File: src/rtl/elastic_credit_counter_dataless_pkg.sv
// Shared helpers for dataless credit and sharing blocks.
// credit_width(n): bits needed to hold a count of 0..n.
package elastic_credit_counter_dataless_pkg;

    function automatic int credit_width(input int n);
        return $clog2(n + 1);
    endfunction

endpackage

File: src/rtl/elastic_credit_counter_dataless.sv
// Credit source for a dataless elastic channel: issues up to NUM_CREDITS
// tokens on outs and takes them back on ins.
// Ports: clk, rst (sync, high), ins_valid/ins_ready (credit return),
//   outs_valid/outs_ready (credit issue), count (current credits).
module elastic_credit_counter_dataless
    import elastic_credit_counter_dataless_pkg::*;
#(
    parameter int NUM_CREDITS = 4,
    parameter bit BYPASS      = 1'b0
) (
    input  logic                                  clk,
    input  logic                                  rst,
    input  logic                                  ins_valid,
    output logic                                  ins_ready,
    output logic                                  outs_valid,
    input  logic                                  outs_ready,
    output logic [credit_width(NUM_CREDITS)-1:0]  count
);

    localparam int CW = credit_width(NUM_CREDITS);
    localparam logic [CW-1:0] MAX = CW'(NUM_CREDITS);
    localparam logic [CW-1:0] ONE = CW'(1);

    logic [CW-1:0] cnt;
    logic          full;
    logic          empty;
    logic          take;
    logic          give;

    assign full  = (cnt == MAX);
    assign empty = (cnt == '0);

    // With bypass, a returning credit can be reissued combinationally
    // while the store is empty.
    if (BYPASS) begin : g_bypass
        assign outs_valid = ~empty | ins_valid;
    end else begin : g_no_bypass
        assign outs_valid = ~empty;
    end

    // A full counter can still accept a return if one leaves this cycle.
    assign ins_ready = ~full | outs_ready;

    assign take  = outs_valid & outs_ready;
    assign give  = ins_valid & ins_ready;
    assign count = cnt;

    always_ff @(posedge clk) begin
        if (rst) begin
            cnt <= MAX;
        end else if (take & ~give) begin
            cnt <= cnt - ONE;
        end else if (give & ~take) begin
            cnt <= cnt + ONE;
        end
    end

    a_cnt_bound: assert property (
        @(posedge clk) disable iff (rst) cnt <= MAX);

    a_no_underflow: assert property (
        @(posedge clk) disable iff (rst) !(take && !give && empty));

    a_no_overflow: assert property (
        @(posedge clk) disable iff (rst) !(give && !take && full));

endmodule

File: config.mk
export PLATFORM = sky130hd
export DESIGN_NAME = elastic_credit_counter_dataless
export DESIGN_NICKNAME = d
export VERILOG_FILES = /design/src/rtl/elastic_credit_counter_dataless_pkg.sv /design/src/rtl/elastic_credit_counter_dataless.sv
export SDC_FILE = /design/constraint.sdc
export NUM_CORES = 1
export LEC_CHECK = 0
export CELL_PAD_IN_SITES_DETAIL_PLACEMENT = 2
export CELL_PAD_IN_SITES_GLOBAL_PLACEMENT = 2
export CORE_AREA = 2 2 39 41
export DETAILED_ROUTE_END_ITERATION = 10
export DIE_AREA = 0 0 41 43
export GPL_TIMING_DRIVEN = 0
export PLACE_DENSITY_LB_ADDON = 0.05
export SETUP_SLACK_MARGIN = 0.02
export SYNTH_ARGS = -nofsm -noshare
export SYNTH_HDL_FRONTEND = slang
export SYNTH_SLANG_ARGS = --single-unit
File: constraint.sdc
create_clock -name clk -period 2.6 [get_ports clk]
set_clock_uncertainty 0.2 [all_clocks]
set_input_delay 0.39 -clock clk [delete_from_list [all_inputs] [get_ports clk]]
set_output_delay 0.39 -clock clk [all_outputs]
set_load 0.05 [all_outputs]
==> summary.txt <==
Floorplan
  • Initial core utilization: 13.65%
  • Site row count: 14
  • Horiz. Die Dim: 41 um
  • Die area: 1763 um^2
  • Chip height: 43 um
  • I/O pin count: 9
  • Core box area: 1384 um^2

Synthesis
  • Post-synthesis register bit count: 3
  • Synth Area in Adders: 17.22%
  • Synth Instances: 21
  • Avg Inst Size Synth: 8.997 um^2
  • Post-synthesis sequential area ratio: 31.79%
  • Compound-gate portion of the synthesized area: 5.298%
  • Synth Warn #: 0
  • Synthesized area: 188.9 um^2
  • Simple-Gate Fraction of Synth Area: 30.46%
  • Syn Nets: 27
  • Yosys cell types: 14
  • Main combinational cell family by area after synthesis: simple AND/OR/NAND/NOR gates
  • Post-synthesis mux area share: 0%
  • Xor/xnor share of the synthesized area: 9.272%

Placement
  • Post-DP HPWL: 404.6 um
  • Dpl ws: -291.8 ps
  • Port-buffer cells: 8
  • Final Wtd Congestion: 0.5856

Route
  • Drt via density: 3.760
  • DRC: 0
  • DRT antenna net count: 0
  • Vias: 188
  • WL final: 491 um
  • First-pass DRT Iterations: 1
  • DRT iter0 DRCs: 0
  • WL per Instance: 9.820 um

GRT
  • Total Routing Usage GR: 7.545%
  • Initial antenna violation count: 0
  • Vias in the first global route: 192
  • Largest net degree at the start of global routing: 6
  • Remaining Overflow, GRT: 0
  • First-pass GRT wire length: 821 um

Setup path
  • CP Class: input pin to flop
  • CP max-delay cell: or4b_4
  • WP data arrival: 2380 ps
  • CP peak stage delay: 550 ps
  • CP Max Fanout: 2
  • CP Capture Type: flop
  • Critical-path cell list: dlygate4sd2_1, or4b_4, nand2_4, ha_4, inv_1, fa_2, xor2_2, o21ai_1, or3b_1
  • CP Data Required Time: 2510 ps
  • Startpoint Class: input pin

Cells and area
  • Ant diodes: 0
  • Final Net Count: 41
  • Share of cells above drive strength 1: 38.24%
  • Number of flip-flops in the largest register: 3
  • Layout area overhead: 91.39%

Timing
  • Slew @ Worst Pin: 489.2 ps
  • Fin crit period: 2467 ps
  • Slew Viols, Final: 0
  • Relative slew slack: 67.29%
  • Final worst slack: 133.5 ps
  • Maximum clock frequency: 405.4 MHz
  • Final-report hold violation count: 0
  • RSZ-0062 raised after global routing: false
  • Setup TNS: 0 ps
  • Setup violators final: 0
  • Part of the cycle the worst path needs: 94.87%

Clock tree
  • Clk Tree Root Cell: clkbuf_4
  • Clk sink count: 3
  • Worst-path clk slew: 40 ps
  • CTS Buf Count: 3
  • Clock Tree Buf Depth: 2
  • CTS Hold Bufs: 0
  • H-tree level count: 1
  • Worst skew pair latency: 230 ps
  • CTS tree: yes

Pwr
  • Power Density: 1317 nW/um^2
  • Static leakage: 0.1370 nW
  • Max VDD drop: 0.4489 mV

Status
  • Run status: complete, no violations

Flow run
  • Number of max-cap violations: 0

Worst hold path
  • Hold Crit Class: flop to flop
## cell usage in the layout (no fill, tap or decap)
master,instances
clkdlybuf4s50_1,6
fa_2,1
inv_1,3
or4b_4,1
buf_4,1
or3b_1,1
nor3_1,1
clkbuf_1,1
clkbuf_4,3
dfxtp_2,1
xor2_2,1
or3_4,1
nand2_4,1
a21oi_1,1
ha_4,1
dfxtp_4,2
xor2_1,1
and2_1,1
nor2_1,3
dlygate4sd2_1,2
o21ai_1,1
## metal layers
| layer | vias up | track usage (%) | wire (um) |
|---|---|---|---|
| li1 | 93 | - | - |
| met1 | 89 | 8.738 | 180 |
| met2 | 4 | 10.31 | 285 |
| met5 | - | 0 | 0 |
| met4 | 0 | 8.000 | 21 |
| met3 | 2 | 1.571 | 5 |
## critical path, delay by kind of cell
family	cells	cell delay (ps)
fa+ha+maj	2	480
simple gates	3	970
compound gates	1	100
buf+inv	2	280
xor+xnor	1	160
## report_power, final
part | internal [mW] | total, mW | switching [mW]
sequential | 0.0725 | 0.0954 | 0.0229
combinational | 0.123 | 0.299 | 0.176
clock | 0.0575 | 0.0818 | 0.0243
## kinds of logic after synthesis
family | Yosys count
AO/OA/AOI/OAI | 2
buffers and inverters | 3
AND/OR/NAND/NOR | 9
adder cells (fa/ha/maj) | 2
XOR/XNOR | 2
flip-flops | 3
## cells in the mapped netlist
master	number	area, um^2
fa_1	1	20.02
or3_1	1	6.260
ha_1	1	12.51
o21ai_1	1	5.000
xor2_1	2	17.52
nor2_1	3	11.26
dfxtp_1	3	60.06
or3b_1	1	8.760
and2_1	1	6.260
a21oi_1	1	5.000
nand2_2	1	6.260
inv_1	3	11.26
nor3_1	1	5.000
or4b_4	1	13.76
## area by class of cell
type	instances	area, um^2
fill	160	1022
multi-input combinational	15	150.1
timing repair buffer	9	85.08
sequential	3	68.82
clock buffer	4	26.28
tap	16	20.02
inverter	3	11.26
## worst paths after layout
check | from | slack [ps] | to | cells after the start
setup / recovery | outs_ready | 130 | count[2] | 9
hold / removal | count[0] | 340 | count[0] | 2
setup reg to reg | count[0] | 190 | count[2] | 8
hold reg to reg | count[0] | 340 | count[0] | 2
## metrics by stage
step	util [%]	power (mW)	hold WS, ps	std cells	instance area, um^2
CTS	26.13	0.4912	358.1	50	361.6
detailed placement	22.97	0.3928	347.0	45	317.8
global route	26.13	0.5190	390.7	50	361.6
finish	26.13	0.4763	339.8	50	361.6
floorplan	-	0.3049	252.7	21	217.7
global placement	22.97	0.3910	328.4	45	317.8
## repair_timing
item	in CTS	in global routing
pin swaps	6	5
setup endpoints to repair	2	1
buffers inserted	1	0
resized for setup	4	0
Note: power is estimated with default switching activity, not from simulation.
